$ cat src/rtl/regfile_pkg.sv
// Shared types for the register-file write path.
// Used by the arbiter, hazard unit and MDU.
package regfile_pkg;
  localparam int REG_ADDR_W = 5;
  localparam int DATA_W = 32;
  localparam logic [REG_ADDR_W-1:0] REG_ZERO = 5'd0;

  typedef struct packed {
    logic [REG_ADDR_W-1:0] addr;
    logic [DATA_W-1:0] data;
  } wr_req_t;
endpackage

$ cat src/rtl/wb_fifo.sv
// Small synchronous FIFO for MDU write requests.
// Push when full and pop when empty are ignored.
module wb_fifo
  import regfile_pkg::*;
#(
  parameter int DEPTH = 2
) (
  input  logic clk,
  input  logic rst_n,
  input  logic i_push,
  input  logic i_pop,
  input  wr_req_t i_data,
  output wr_req_t o_data,
  output logic o_full,
  output logic o_empty,
  output logic [$clog2(DEPTH):0] o_count
);
  localparam int AW = $clog2(DEPTH);
  localparam logic [AW:0] FULL_CNT = (AW+1)'(DEPTH);

  wr_req_t r_mem [DEPTH];
  logic [AW-1:0] r_wptr;
  logic [AW-1:0] r_rptr;
  logic [AW:0] r_count;
  logic w_push;
  logic w_pop;

  assign o_full = (r_count == FULL_CNT);
  assign o_empty = (r_count == '0);
  assign o_count = r_count;
  assign o_data = r_mem[r_rptr];
  assign w_push = i_push && !o_full;
  assign w_pop = i_pop && !o_empty;

  always_ff @(posedge clk or negedge rst_n) begin
    if (!rst_n) begin
      r_wptr <= '0;
      r_rptr <= '0;
      r_count <= '0;
      for (int i = 0; i < DEPTH; i++) r_mem[i] <= '0;
    end else begin
      if (w_push) begin
        r_mem[r_wptr] <= i_data;
        r_wptr <= r_wptr + AW'(1);
      end
      if (w_pop) r_rptr <= r_rptr + AW'(1);
      unique case ({w_push, w_pop})
        2'b10: r_count <= r_count + 1'b1;
        2'b01: r_count <= r_count - 1'b1;
        default: r_count <= r_count;
      endcase
    end
  end
endmodule

$ cat src/rtl/regfile_wb_arbiter.sv
// Shares the register-file write port between WB and the MDU,
// and tracks registers with MDU results still in flight.
module regfile_wb_arbiter
  import regfile_pkg::*;
#(
  parameter int FIFO_DEPTH = 2,
  parameter int STARVE_LIMIT = 4
) (
  input  logic clk,
  input  logic rst_n,
  input  logic i_wb_valid,
  input  logic [REG_ADDR_W-1:0] i_wb_reg,
  input  logic [DATA_W-1:0] i_wb_data,
  input  logic i_md_valid,
  output logic o_md_ready,
  input  logic [REG_ADDR_W-1:0] i_md_reg,
  input  logic [DATA_W-1:0] i_md_data,
  input  logic i_issue_valid,
  input  logic [REG_ADDR_W-1:0] i_issue_reg,
  input  logic [REG_ADDR_W-1:0] i_chk_rs,
  input  logic [REG_ADDR_W-1:0] i_chk_rt,
  output logic o_stall,
  output logic o_wb_hold,
  output logic o_rf_we,
  output logic [REG_ADDR_W-1:0] o_rf_waddr,
  output logic [DATA_W-1:0] o_rf_wdata
);
  localparam int NW = $clog2(FIFO_DEPTH);
  localparam int CW = $clog2(STARVE_LIMIT + 1);
  localparam logic [CW-1:0] LIM = CW'(STARVE_LIMIT);

  wr_req_t w_md;
  wr_req_t w_head;
  logic w_full;
  logic w_empty;
  logic [NW:0] w_count;
  logic w_push;
  logic w_pop;
  logic [31:0] r_busy;
  logic [31:0] w_busy_nxt;
  logic [CW-1:0] r_starve;
  logic [CW-1:0] w_starve_nxt;

  assign w_md = '{addr: i_md_reg, data: i_md_data};
  assign o_md_ready = !w_full;
  assign w_push = i_md_valid && !w_full;
  assign w_pop = !i_wb_valid && (w_count != '0);
  assign o_stall = r_busy[i_chk_rs] | r_busy[i_chk_rt];

  wb_fifo #(
    .DEPTH(FIFO_DEPTH)
  ) u_fifo (
    .clk(clk),
    .rst_n(rst_n),
    .i_push(w_push),
    .i_pop(w_pop),
    .i_data(w_md),
    .o_data(w_head),
    .o_full(w_full),
    .o_empty(w_empty),
    .o_count(w_count)
  );

  // issue after clear so a same-edge set wins
  always_comb begin
    w_busy_nxt = r_busy;
    if (w_pop) w_busy_nxt[w_head.addr] = 1'b0;
    if (i_issue_valid) w_busy_nxt[i_issue_reg] = 1'b1;
    w_busy_nxt[REG_ZERO] = 1'b0;
  end

  always_comb begin
    if (w_empty || w_pop) w_starve_nxt = '0;
    else if (r_starve < LIM) w_starve_nxt = r_starve + 1'b1;
    else w_starve_nxt = r_starve;
  end

  always_ff @(posedge clk or negedge rst_n) begin
    if (!rst_n) begin
      o_rf_we <= 1'b0;
      o_rf_waddr <= '0;
      o_rf_wdata <= '0;
      o_wb_hold <= 1'b0;
      r_busy <= '0;
      r_starve <= '0;
    end else begin
      r_busy <= w_busy_nxt;
      r_starve <= w_starve_nxt;
      o_wb_hold <= (w_starve_nxt >= LIM);
      unique case (1'b1)
        i_wb_valid: begin
          o_rf_we <= (i_wb_reg != REG_ZERO);
          o_rf_waddr <= i_wb_reg;
          o_rf_wdata <= i_wb_data;
        end
        w_pop: begin
          o_rf_we <= (w_head.addr != REG_ZERO);
          o_rf_waddr <= w_head.addr;
          o_rf_wdata <= w_head.data;
        end
        default: o_rf_we <= 1'b0;
      endcase
    end
  end
endmodule

$ cat config.mk
export PLATFORM = sky130hd
export DESIGN_NAME = regfile_wb_arbiter
export DESIGN_NICKNAME = d
export VERILOG_FILES = /design/src/rtl/regfile_pkg.sv /design/src/rtl/wb_fifo.sv /design/src/rtl/regfile_wb_arbiter.sv
export SDC_FILE = /design/constraint.sdc
export NUM_CORES = 1
export LEC_CHECK = 0
export ABC_AREA = 1
export BUFFER_PORTS_ARGS = -buffer_cell sky130_fd_sc_hd__clkbuf_2
export CORE_MARGIN = 1
export CORE_UTILIZATION = 30
export DETAILED_ROUTE_END_ITERATION = 6
export HOLD_SLACK_MARGIN = 0.03
export PLACE_DENSITY = 0.57
export SLEW_MARGIN = 20
export SYNTH_ARGS = -nofsm -noshare
export SYNTH_HDL_FRONTEND = slang
export SYNTH_SLANG_ARGS = --single-unit
$ cat constraint.sdc
create_clock -name clk -period 2 [get_ports clk]
set_input_delay 0.3 -clock clk [delete_from_list [all_inputs] [get_ports clk]]
set_output_delay 0.3 -clock clk [all_outputs]
set_load 0.02 [all_outputs]
==> results.py <==
metrics = {
    "die": {
        "pin_count": 135,
        "die_area_sq_um": 23930,
        "die_h_microns": 154.7,
        "core_sq_um": 22780,
        "initial_core_util": 0.3071,
        "die_x_microns": 154.7,
        "fp-row-count": 55,
    },
    "yosys": {
        "yosysWarningCount": 0,
        "synth_edf_count": 0,
        "synth_cells": 829,
        "synth.avg_cell_area_sq_um": 8.438,
        "ys_seq_elements": 150,
        "yosysSeqAreaShare": 0.5366,
        "synthArstFlopShare": 1.000,
        "yosysUniqueCellTypes": 32,
        "synth_flop_cell": "dfrtp_1",
        "syn_nets": 925,
        "syn_area_sq_um": 6995,
    },
    "final_layout": {
        "utilization": 0.3820,
        "drive_gt1_frac": 0.2293,
        "diodes": 0,
        "nNetsFinal": 1060,
        "fin_cells": 1290,
        "syn_to_final_growth_pct": 24.40,
    },
    "place": {
        "place.gp.congestion": 0.8246,
        "dp.cells": 1257,
        "hpwl_mm": 14.03,
        "portBuffers": 134,
    },
    "setup_path": {
        "reg2reg_depth": 7,
        "cp_top_family": "simple AND/OR/NAND/NOR gates",
        "cp.required_ns": 1.70,
        "critical_path_class": "reg2out",
        "crit_fanout": 3,
        "crit_arrival_ns": 1.57,
        "rrSetupSlack_ns": 0.30,
        "cp_cell_sequence": "or2_4 -> nand2_1 -> nand3_1 -> nand3_1 -> nand3_1 -> nand2_1 -> nand2_1 -> buf_6",
        "crit_slowest_cell": "dfrtp_1",
        "r2r_start": "u_fifo.r_rptr",
        "end_kind": "output port",
        "worst_setup_path_start_kind": "flop",
        "crit_start": "r_busy[15]",
        "crit_buf_inv": 1,
        "crit_end": "o_stall",
        "cp_num_cells": 8,
        "r2r_end": "r_busy[30]",
        "slowest_delay_ns": 0.40,
    },
    "global_route": {
        "grtUsageTotal": 0.1731,
        "grt_overflow": 0,
        "antenna_found_initial": 2,
        "grt_pass1_vias": 5930,
        "grt_max_degree": 59,
        "grt_pass1_wl_mm": 31.83,
    },
    "sta": {
        "rsz0062_at_grt": "no",
        "maxSlewViolCount": 0,
        "tightest_slew_ns": 0.4418,
        "finalSetupViolCount": 0,
        "relSlewSlack": 0.7051,
        "max_clock_freq_mhz": 534.1,
        "period_needed_ns": 1.872,
        "min_period_over_period": 0.9361,
        "fin_setup_tns_ns": 0,
        "final_hold_viol_count": 0,
        "finClkSkew_ns": 0.01195,
    },
    "drt": {
        "ant_nets": 0,
        "wirelength_mm": 19.72,
        "drc": 0,
        "post_drt_wl_per_cell_microns": 15.28,
        "firstDrtPassIters": 5,
        "via_count": 6085,
        "via_per_inst": 4.717,
        "drt_iter0_drc": 354,
    },
    "pwr": {
        "powerDensity_nw_per_um2": 1558,
        "irDropWorstVdd_uv": 764.5,
        "leakagePower_uw": 0.004288,
    },
    "clocking": {
        "clockRootBuffer": "clkbuf_16",
        "insertion_delay_ns": 0.43,
        "clock_path_buffers": 2,
        "clk_pin_slew_ns": 0.06,
        "cts_tree": "built",
        "htreeDepth": 4,
        "numCtsBuffers": 17,
        "cts_sinks": 150,
    },
    "job": {
        "cap_violations": 0,
    },
    "worst_hold_path": {
        "hold_class": "in2reg",
    },
    "status": {
        "outcome": "finished, final reports clean",
    },
}
-- cell usage in the layout (no fill, tap or decap), drive strengths merged --
master	instances
o211ai	4
nor3	1
dfrtp	150
clkinvlp	2
clkinv	6
nor4	1
o22ai	28
ha	2
a221o	1
mux2	1
o311ai	6
xor2	2
nand3	73
o21ai	138
clkbuf	152
xnor2	2
buf	24
nand2	240
a21oi	2
a31oi	26
or2	3
dlygate4sd3	1
bufinv	4
inv	86
nor2	22
-- repair_timing --
action | 4_1_cts | 5_1_grt
buffers inserted | 0 | 0
setup endpoints to repair | 0 | 1
gates resized for setup | 0 | 4
hold buffers | 1 | 0
hold endpoints to repair | 31 | 0
-- power by group --
| part | total [uW] | switching [uW] | internal [uW] | leakage, uW |
|---|---|---|---|---|
| Clock | 3420 | 1270 | 2150 | 0.000306 |
| Combinational | 4740 | 3060 | 1670 | 0.00216 |
| Sequential | 5400 | 943 | 4460 | 0.00182 |
-- flip-flops by register name, indices dropped and copies added (netlist names) --
| signal | count |
|---|---|
| o_rf_we | 1 |
| r_starve | 2 |
| o_wb_hold | 1 |
| u_fifo.r_mem | 74 |
| o_rf_waddr | 5 |
| u_fifo.o_count | 2 |
| u_fifo.r_rptr | 1 |
| u_fifo.r_wptr | 1 |
| r_busy | 31 |
| o_rf_wdata | 32 |
-- final cells by class --
class	instances	area [sq um]
clock buffers	20	456.7
clock inverters	12	176.4
fillers	2405	14080
inverters	86	322.8
multi-input cells	552	2693
flip-flops and latches	150	3754
well taps	313	391.6
repair buffers	157	908.4
-- how the worst min path moves through the flow --
stage	from	slack, ns	cells past startpoint	to
final	i_wb_data[19]	0.08	3	o_rf_wdata[19]
after CTS	i_wb_data[19]	0.07	3	o_rf_wdata[19]
after floorplan	rst_n	0.004	0	o_rf_waddr[0]
after detailed placement	rst_n	0.23	1	u_fifo.r_mem[63]
after global routing	i_wb_data[19]	0.09	3	o_rf_wdata[19]
after global placement	rst_n	0.22	1	u_fifo.r_mem[63]
-- cells by family after synthesis --
logic type,after synthesis,synth area share
compound gates,205,0.1730
mux,1,0.001610
buf+inv,127,0.07959
xor+xnor,4,0.005009
fa+ha+maj,2,0.003577
simple gates,340,0.2007
flops,150,0.5366
-- per-layer routing --
layer	up-vias	GRT usage	share of wire
li1	3032	-	-
met2	174	0.2754	0.46
met3	17	0.04959	0.064
met1	2858	0.2294	0.46
met5	-	0	0.0012
met4	4	0.04809	0.0098
-- cells in the mapped netlist (2+ instances only) --
master | count | area (sq um)
o21ai_0 | 105 | 525.5
nand2_1 | 235 | 882.1
o211ai_1 | 4 | 30.03
or2_2 | 2 | 12.51
buf_1 | 2 | 7.510
nor2_1 | 20 | 75.07
clkbuf_1 | 11 | 41.29
o22ai_1 | 28 | 175.2
xor2_1 | 2 | 17.52
o21ai_1 | 12 | 60.06
a31oi_1 | 26 | 162.7
dfrtp_1 | 150 | 3754
buf_6 | 6 | 67.56
ha_1 | 2 | 25.02
nand3_1 | 73 | 365.4
o21ai_2 | 21 | 183.9
inv_2 | 4 | 15.01
inv_1 | 82 | 307.8
buf_2 | 18 | 90.09
o311ai_1 | 6 | 52.55
xnor2_1 | 2 | 17.52
nand2_2 | 5 | 31.28
buf_4 | 3 | 22.52
a21oi_1 | 2 | 10.01
-- stage by stage --
stage | total power, uW | hold slack, ns | worst slack, ns | cell area (sq um)
5_1_grt | 14540 | 0.08995 | 0.01915 | 8702
3_3_place_gp | 10130 | 0.2226 | 0.2787 | 8050
2_1_floorplan | 8545 | 0.004409 | 0.2852 | 6995
6_report | 13560 | 0.08355 | 0.1278 | 8702
4_1_cts | 13650 | 0.07369 | 0.05250 | 8693
3_5_place_dp | 10180 | 0.2282 | 0.2553 | 8050
-- worst min-delay path: stages --
cell      delay (ns)
clkbuf_2        0.07
nand2_1         0.04
o311ai_1        0.05
Power figures use the tool's default switching activity.
